<file path="src/rtl/button_event_decoder_pkg.sv">
// Shared button types and default timing constants.
// Imported by every block that consumes debounced buttons.
package button_pkg;

  typedef enum logic [1:0] {
    IDLE    = 2'd0,
    PRESSED = 2'd1,
    LONG    = 2'd2
  } btn_state_e;

  localparam int unsigned LONG_CYCLES_DEF   = 50_000_000;
  localparam int unsigned REPEAT_CYCLES_DEF = 10_000_000;
  localparam int unsigned CNT_W_DEF         = 26;

endpackage

</file>
<file path="src/rtl/button_event_decoder_if.sv">
// Button level in, one-clock game events out.
// master = decoder side, slave = game control side.
interface button_if;

  logic cleanb;
  logic press_pulse;
  logic release_pulse;
  logic tap_pulse;
  logic long_pulse;
  logic repeat_pulse;
  logic held;

  modport master (
    input  cleanb,
    output press_pulse,
    output release_pulse,
    output tap_pulse,
    output long_pulse,
    output repeat_pulse,
    output held
  );

  modport slave (
    output cleanb,
    input  press_pulse,
    input  release_pulse,
    input  tap_pulse,
    input  long_pulse,
    input  repeat_pulse,
    input  held
  );

endinterface

</file>
<file path="src/rtl/button_event_decoder_edge_detect.sv">
// Single-bit rise/fall detector against a registered copy.
// prev resets to 0 so a level already high reads as a rise.
module edge_detect (
  input  logic clk,
  input  logic rst_n,
  input  logic i_d,
  output logic o_rise,
  output logic o_fall
);

  logic r_prev;

  always_ff @(posedge clk or negedge rst_n) begin
    if (!rst_n) r_prev <= 1'b0;
    else        r_prev <= i_d;
  end

  assign o_rise = i_d & ~r_prev;
  assign o_fall = ~i_d & r_prev;

endmodule

</file>
<file path="src/rtl/button_event_decoder.sv">
// Turns a debounced button level into press/release/tap/long/repeat pulses.
// A fall always beats a threshold hit in the same cycle.
module button_event_decoder
  import button_pkg::*;
#(
  parameter int unsigned LONG_CYCLES   = LONG_CYCLES_DEF,
  parameter int unsigned REPEAT_CYCLES = REPEAT_CYCLES_DEF,
  parameter int unsigned CNT_W         = CNT_W_DEF
) (
  input  logic    clk,
  input  logic    rst_n,
  button_if.master bus
);

  localparam logic [CNT_W-1:0] LONG_M1 = CNT_W'(LONG_CYCLES - 1);
  localparam logic [CNT_W-1:0] REP_M1  = CNT_W'(REPEAT_CYCLES - 1);

  btn_state_e       r_state, w_state_nxt;
  logic [CNT_W-1:0] r_cnt, w_cnt_nxt;

  logic r_press, r_release, r_tap, r_long, r_repeat;
  logic w_press, w_release, w_tap, w_long, w_repeat;
  logic w_rise, w_fall;

  edge_detect u_edge (
    .clk    (clk),
    .rst_n  (rst_n),
    .i_d    (bus.cleanb),
    .o_rise (w_rise),
    .o_fall (w_fall)
  );

  always_ff @(posedge clk or negedge rst_n) begin
    if (!rst_n) begin
      r_state   <= IDLE;
      r_cnt     <= '0;
      r_press   <= 1'b0;
      r_release <= 1'b0;
      r_tap     <= 1'b0;
      r_long    <= 1'b0;
      r_repeat  <= 1'b0;
    end else begin
      r_state   <= w_state_nxt;
      r_cnt     <= w_cnt_nxt;
      r_press   <= w_press;
      r_release <= w_release;
      r_tap     <= w_tap;
      r_long    <= w_long;
      r_repeat  <= w_repeat;
    end
  end

  always_comb begin
    w_state_nxt = r_state;
    w_cnt_nxt   = r_cnt;
    w_press     = 1'b0;
    w_release   = 1'b0;
    w_tap       = 1'b0;
    w_long      = 1'b0;
    w_repeat    = 1'b0;
    unique case (r_state)
      IDLE: begin
        if (w_rise) begin
          w_state_nxt = PRESSED;
          w_cnt_nxt   = '0;
          w_press     = 1'b1;
        end
      end
      PRESSED: begin
        if (w_fall) begin
          w_state_nxt = IDLE;
          w_cnt_nxt   = '0;
          w_release   = 1'b1;
          w_tap       = 1'b1;
        end else if (r_cnt == LONG_M1) begin
          w_state_nxt = LONG;
          w_cnt_nxt   = '0;
          w_long      = 1'b1;
        end else begin
          w_cnt_nxt = r_cnt + 1'b1;
        end
      end
      LONG: begin
        if (w_fall) begin
          w_state_nxt = IDLE;
          w_cnt_nxt   = '0;
          w_release   = 1'b1;
        end else if (r_cnt == REP_M1) begin
          w_cnt_nxt = '0;
          w_repeat  = 1'b1;
        end else begin
          w_cnt_nxt = r_cnt + 1'b1;
        end
      end
      default: begin
        w_state_nxt = IDLE;
        w_cnt_nxt   = '0;
      end
    endcase
  end

  assign bus.press_pulse   = r_press;
  assign bus.release_pulse = r_release;
  assign bus.tap_pulse     = r_tap;
  assign bus.long_pulse    = r_long;
  assign bus.repeat_pulse  = r_repeat;
  assign bus.held          = (r_state != IDLE);

endmodule

</file>
<file path="src/flat_wrapper.sv">
// flat-port wrapper written by rule: the top's interface ports become plain ports
module button_event_decoder_flat import button_pkg::*;
#(
  parameter int unsigned LONG_CYCLES   = LONG_CYCLES_DEF,
  parameter int unsigned REPEAT_CYCLES = REPEAT_CYCLES_DEF,
  parameter int unsigned CNT_W         = CNT_W_DEF
)
  (clk, rst_n, bus_cleanb, bus_press_pulse, bus_release_pulse, bus_tap_pulse, bus_long_pulse, bus_repeat_pulse, bus_held);
  button_if bus_i ();
  input  logic clk;
  input  logic rst_n;
  input wire logic [$bits(bus_i.cleanb)-1:0] bus_cleanb;
  output wire logic [$bits(bus_i.press_pulse)-1:0] bus_press_pulse;
  output wire logic [$bits(bus_i.release_pulse)-1:0] bus_release_pulse;
  output wire logic [$bits(bus_i.tap_pulse)-1:0] bus_tap_pulse;
  output wire logic [$bits(bus_i.long_pulse)-1:0] bus_long_pulse;
  output wire logic [$bits(bus_i.repeat_pulse)-1:0] bus_repeat_pulse;
  output wire logic [$bits(bus_i.held)-1:0] bus_held;
  assign bus_i.cleanb = bus_cleanb;
  assign bus_press_pulse = bus_i.press_pulse;
  assign bus_release_pulse = bus_i.release_pulse;
  assign bus_tap_pulse = bus_i.tap_pulse;
  assign bus_long_pulse = bus_i.long_pulse;
  assign bus_repeat_pulse = bus_i.repeat_pulse;
  assign bus_held = bus_i.held;
  button_event_decoder #(.LONG_CYCLES(LONG_CYCLES), .REPEAT_CYCLES(REPEAT_CYCLES), .CNT_W(CNT_W)) u_core (.clk(clk), .rst_n(rst_n), .bus(bus_i));
endmodule
</file>
<file path="config.mk">
export PLATFORM = sky130hd
export DESIGN_NAME = button_event_decoder_flat
export DESIGN_NICKNAME = d
export VERILOG_FILES = /design/src/rtl/button_event_decoder_pkg.sv /design/src/rtl/button_event_decoder_if.sv /design/src/rtl/button_event_decoder_edge_detect.sv /design/src/rtl/button_event_decoder.sv /design/src/flat_wrapper.sv
export SDC_FILE = /design/constraint.sdc
export NUM_CORES = 1
export LEC_CHECK = 0
export ABC_CLOCK_PERIOD_IN_PS = 2080
export BUFFER_PORTS_ARGS = -buffer_cell sky130_fd_sc_hd__buf_2
export CORE_ASPECT_RATIO = 0.9
export CORE_UTILIZATION = 55
export DETAILED_ROUTE_END_ITERATION = 16
export GPL_TIMING_DRIVEN = 0
export PLACE_DENSITY_LB_ADDON = 0.2
export SLEW_MARGIN = 20
export SYNTH_ARGS = -nofsm -noshare
export SYNTH_HDL_FRONTEND = slang
export SYNTH_HIERARCHICAL = 1
export SYNTH_SLANG_ARGS = --single-unit
</file>
<file path="constraint.sdc">
create_clock -name clk -period 2.08 [get_ports clk]
set_clock_uncertainty 0.1 [all_clocks]
set_input_delay 0.312 -clock clk [delete_from_list [all_inputs] [get_ports clk]]
set_output_delay 0.312 -clock clk [all_outputs]
set_load 0.01 [all_outputs]
</file>
======== After elaboration in Yosys (flattened, before gate mapping) ========
Cells that the tools add are included.
word-level totals
  logic and storage cells ................. 46
  bits in registers ....................... 34
  input bits .............................. 3
  output and inout port bits .............. 6
operators by class
  mux-type cells .......................... 22
  reduce and logical (&&, ||, !) cells .... 4
  bitwise gates (word level) .............. 4
  eq/ne operators ......................... 7
  add/sub/neg operators ................... 1
operator list
  cell                     number
  $mux W26                 5
  $pmux W26 S3             1
  $add A26 B1 Y26 const B  1
  $eq A26 B24 Y1 const B   1
  $eq A26 B26 Y1 const B   1
  $mux W1                  11
  $mux W2                  4
  $pmux W2 S3              1
  $ne A2 B2 Y1 const B     2
  $ne A3 B2 Y1 const B     1
  $reduce_and A3 Y1        1
  $and A1 B1 Y1            2
  $eq A2 B1 Y1 const B     1
  $eq A2 B2 Y1 const B     1
  $logic_not A2 Y1         1
  $not A1 Y1               2
  $reduce_bool A2 Y1       1
  $reduce_or A2 Y1         1

======== Logic depth before layout (Yosys ltp) ========
  depth after elaboration ................. 4
  mapped depth ............................ 8
  depth with buffers taken out ............ 7

======== Cells and area by module ========
The synthesis kept the hierarchy.
by module, submodules not included
  module                cells an instance  area each (µm²)  sequential area each (µm²)  times used
  button_event_decoder  252                2,137.0          825.8                       1
  edge_detect           3                  40.0             25.0                        1

======== Worst setup path before layout ========
No wires, ideal clock.
  path type ............................... register to register
  start point ............................. reg u_core.r_cnt[13]
  end point ............................... reg u_core.r_cnt[11]
  data arrival time ....................... 1.949 ns
  buffers on the path ..................... 1
  stages on the path, launching flop included .. 6
  period minus slack after synthesis ...... 2.172 ns
  setup time .............................. 0.122 ns
  slack ................................... -0.092 ns
  data required time ...................... 1.858 ns
  path through ............................ dfrtp_1 or4_1 o41a_1 clkbuf_1 o221ai_1 nand2_1
between the ends
  longest elaborated chain between the ends .. 4
  elaborated cells on any way between the ends .. 7
  classes of those cells .................. eq/ne (2); mux (5)
ends and longest elaborated chain
  element                                           RTL line                                                source
  from (decl)                                       button_event_decoder.sv:19                              logic [CNT_W-1:0] r_cnt, w_cnt_nxt;
  from (signal assigned)                            button_event_decoder.sv:44                              r_cnt <= w_cnt_nxt;
  $eq A26 B24 Y1 or $eq A26 B26 Y1 (tied branches)  button_event_decoder.sv:88, button_event_decoder.sv:75
  $mux W26, on equally long branches                button_event_decoder.sv:88, button_event_decoder.sv:75
  $mux W26, on equally long branches                button_event_decoder.sv:84, button_event_decoder.sv:70
  $pmux W26 S3 *                                    button_event_decoder.sv:61                              unique case (r_state)
Every way passes the cells marked *; elsewhere a longest branch is shown, timed or not.
A chain may end at the register's enable or synchronous reset.

======== Worst setup path in the final report ========
  start point ............................. reg u_core.r_cnt[10]
  end point ............................... reg u_core.r_cnt[13]
between the ends
  longest elaborated chain between the ends .. 4
  elaborated cells on any way between the ends .. 8
  classes of those cells .................. add/sub (1); eq/ne (2); mux (5)
ends and longest elaborated chain
  element                                  RTL line
  $add A26 B1 Y26 (tied with other cells)  button_event_decoder.sv:80, button_event_decoder.sv:92
  $mux W26, on equally long branches       button_event_decoder.sv:88, button_event_decoder.sv:75
  $mux W26, on equally long branches       button_event_decoder.sv:84, button_event_decoder.sv:70
  $pmux W26 S3 *                           button_event_decoder.sv:61
Marked as above.

==> metrics.md <==
| Metric | Value |
|---|---|
| Status | finished with violations |
| Failing checks | hold timing, setup timing |
| Leakage Power | 1.10 nW |
| Die W | 68.3 um |
| Number of synthesized register bits | 34 |
| HP Class | in2async |
| Nets | 286 |
| Pint | 1.12 mW |
| Residual DRC count | 0 |
| Post-route setup TNS | -644 ps |
| Clock power frac | 27.3% |
| Root Buffer Master | clkbuf_8 |
| Cells after synthesis | 255 |
| Initial antenna violation count | 0 |
| Total CTS buffers | 5 |
| Max-slew headroom | 49.7% |
| Wire length per cell | 16.5 um |
| ANT nets after route | 0 |
| Wirelength, routed | 5380 um |
| Num rows | 21 |
| Dpl hpwl | 3530 um |
| Slew @ Worst Pin | 755 ps |
| DP Worst Slack | -296 ps |
| Total Power | 1.73 mW |
| Vias per inst | 6.22 |
| Most common cell after layout, fill and taps aside | nand2_1 |
| Maximum clock rate | 470 MHz |
| YS warnings | 6 |
| DR vias | 2,029 |
| CTS tree | yes |
| Avg Synthesized Cell Area | 8.54 um2 |
| Tmin final | 2130 ps |
| Unique cell type count in the Yosys netlist | 41 |
| Ant. Diodes | 0 |
| Max Fanout on Critical Path | 10 |
| Mapped cell area | 0.00218 mm2 |
| Period utilization | 102% |
| Starting Density | 57.9% |
| First-pass GRT wire length | 8590 um |
| Ports | 9 |
| Max-Cap Viols | 0 |
| Gr ovfl total | 0 |
| WHS | -10.1 ps |
| Gate power share | 31.6% |
| Most frequent cells in the layout | nand2_1 (58), dfrtp_1 (24), nor2_1 (15) |
| Worst-path clk slew | 70 ps |
| First-pass DRT Iterations | 4 |
| Final setup vio count | 25 |
| Crit. End Element | register |
| Type of origin of the critical path | register |
| RSZ-0062 raised after global routing | true |
| Initial DRC count | 155 |
| IO Port Bufs | 8 |
| H-Tree Depth | 2 |
| Clock Tree Buf Depth | 2 |
| Switching share of total power | 35.6% |
| Syn nets | 262 |
| WP data required | 2140 ps |
| Synth-to-Final Area Change | 21.7% |
| Clock Sinks | 34 |
| Sequential-to-total area share from yosys stat | 39.1% |
| Die H | 61.7 um |
| Worst skew pair latency | 280 ps |
| Fin. max-slew vios | 0 |
| Power Density | 654 mW/mm2 |
| Fillcell total | 287 |
| Tot GR Track Use | 27.5% |
| Die footprint | 0.00421 mm2 |
| P_sw | 616 uW |
| Worst endpoint data arrival time | 2190 ps |
| Placer Congestion | 0.881 |
| Core Area | 0.00376 mm2 |
| Largest net degree at the start of global routing | 35 |
| VDD IR-drop max | 0.000485 V |
| Flop pwr share | 41.1% |
| CP Class | reg2reg |
| Final Hold Fails | 8 |
| Setup ws final | -49.1 ps |
| Layout cell share with drive strength beyond 1 | 29.3% |
| Vias in the first global route | 1,887 |
==> flip-flops by register name (all words and copies together) (netlist names) <==
signal and flops:
u_core/bus.long_pulse 1, u_core/r_cnt 26, u_core/bus.press_pulse 1, u_core/bus.tap_pulse 1
u_core/r_state 2, u_core/u_edge/r_prev 1, u_core/bus.release_pulse 1, u_core/bus.repeat_pulse 1
==> worst paths after layout <==
check                                                   from  depth (start not counted)                            endpoint  slack [ps]
min in group clk                                  bus_cleanb                          1      u_core/u_edge/r_prev$_DFF_PN0_          60
worst max-delay path            u_core/r_cnt[10]$_DFFE_PN0P_                          6        u_core/r_cnt[13]$_DFFE_PN0P_         -50
worst max register to register  u_core/r_cnt[10]$_DFFE_PN0P_                          6        u_core/r_cnt[13]$_DFFE_PN0P_         -50
worst min-delay path                                   rst_n                          1  u_core/bus.release_pulse$_DFF_PN0_         -10
worst min register to register  u_core/r_cnt[10]$_DFFE_PN0P_                          2        u_core/r_cnt[10]$_DFFE_PN0P_         470
max in group asynchronous                              rst_n                          1        u_core/r_cnt[13]$_DFFE_PN0P_        1350
==> logic make-up after synthesis <==
family / Yosys count / synth area share [%]
fa+ha+maj: 4 / 2.30
buf+inv: 24 / 5.40
xor+xnor: 2 / 0.805
simple gates: 139 / 31.9
flops: 34 / 39.1
compound gates: 52 / 20.5
==> critical path, cell delays in order (launching register included) <==
cell and delay [ps]:
dfrtp_2 450, or4_4 560, o41a_1 330, buf_6 150, buf_8 140, o221ai_1 200, nand2_1 80
==> power groups by stage <==
stage | registers [mW] | logic (mW) | clock network [mW]
2_1_floorplan | 0.726 | 0.324 | 0
3_3_place_gp | 0.724 | 0.449 | 0
3_5_place_dp | 0.726 | 0.456 | 0
4_1_cts | 0.710 | 0.476 | 0.488
5_1_grt | 0.716 | 0.587 | 0.525
6_report | 0.713 | 0.548 | 0.473
==> metal layers <==
metal  vias up  GRT usage [%]  wire (um)
met5         -              0          0
met4         0           6.25         49
met3         4           6.48        290
met2        48           44.4       2560
met1       984           37.6       2480
li1        993              -          -
==> repair_timing <==
action	4_1_cts	5_1_grt
pin swaps	7	13
setup buffers	9	3
setup endpoints to repair	27	27
hold buffers	0	0
gates resized for setup	21	33
==> stage by stage <==
stage	std cells	cell area, um2	utilization, %
after CTS	324	2480	66.0
after global routing	326	2650	70.5
after floorplan	255	2190	-
final	326	2650	70.5
after global placement	309	2290	60.9
after detailed placement	309	2290	60.9
==> synth_stat cells (all sizes together) <==
cell type  instances  share of area (%)
or2                2               0.57
o31a              10                4.0
xnor2              2               0.80
o41a               2                1.0
a22oi              1               0.34
nand2             61                 11
dfrtp             34                 39
o21bai             1               0.34
o221ai            18                7.2
a21boi             1               0.34
nor3               3               0.69
o41ai              1               0.40
nor2              15                2.6
and3               2               0.57
clkbuf            13                2.2
o211ai             7                2.9
a211oi             1               0.57
nand3              8                1.8
inv                6                1.0
or4                6                2.2
nor4              14                4.0
o21a               3                1.0
and2               9                2.6
buf                5                2.1
nor2b              3               0.86
and2b              1               0.40
nor4b              2               0.80
o21ai              6                1.9
o2111ai            1               0.40
ha                 4                2.3
nand4              6                1.7
or3                3               0.86
nor3b              2               0.69
and4               2               0.80
==> area by class of cell <==
cell class / instances / area, um2 / share of cell area, %
sequential: 34 / 863 / 32.6
buffer: 15 / 101 / 3.82
clock buffer: 6 / 72.6 / 2.74
tap: 46 / 57.6 / 2.17
clock inverter: 2 / 13.8 / 0.519
inverter: 6 / 22.5 / 0.850
multi-input combinational: 197 / 1380 / 52.1
timing repair buffer: 20 / 138 / 5.19
Power figures use the tool's default switching activity.
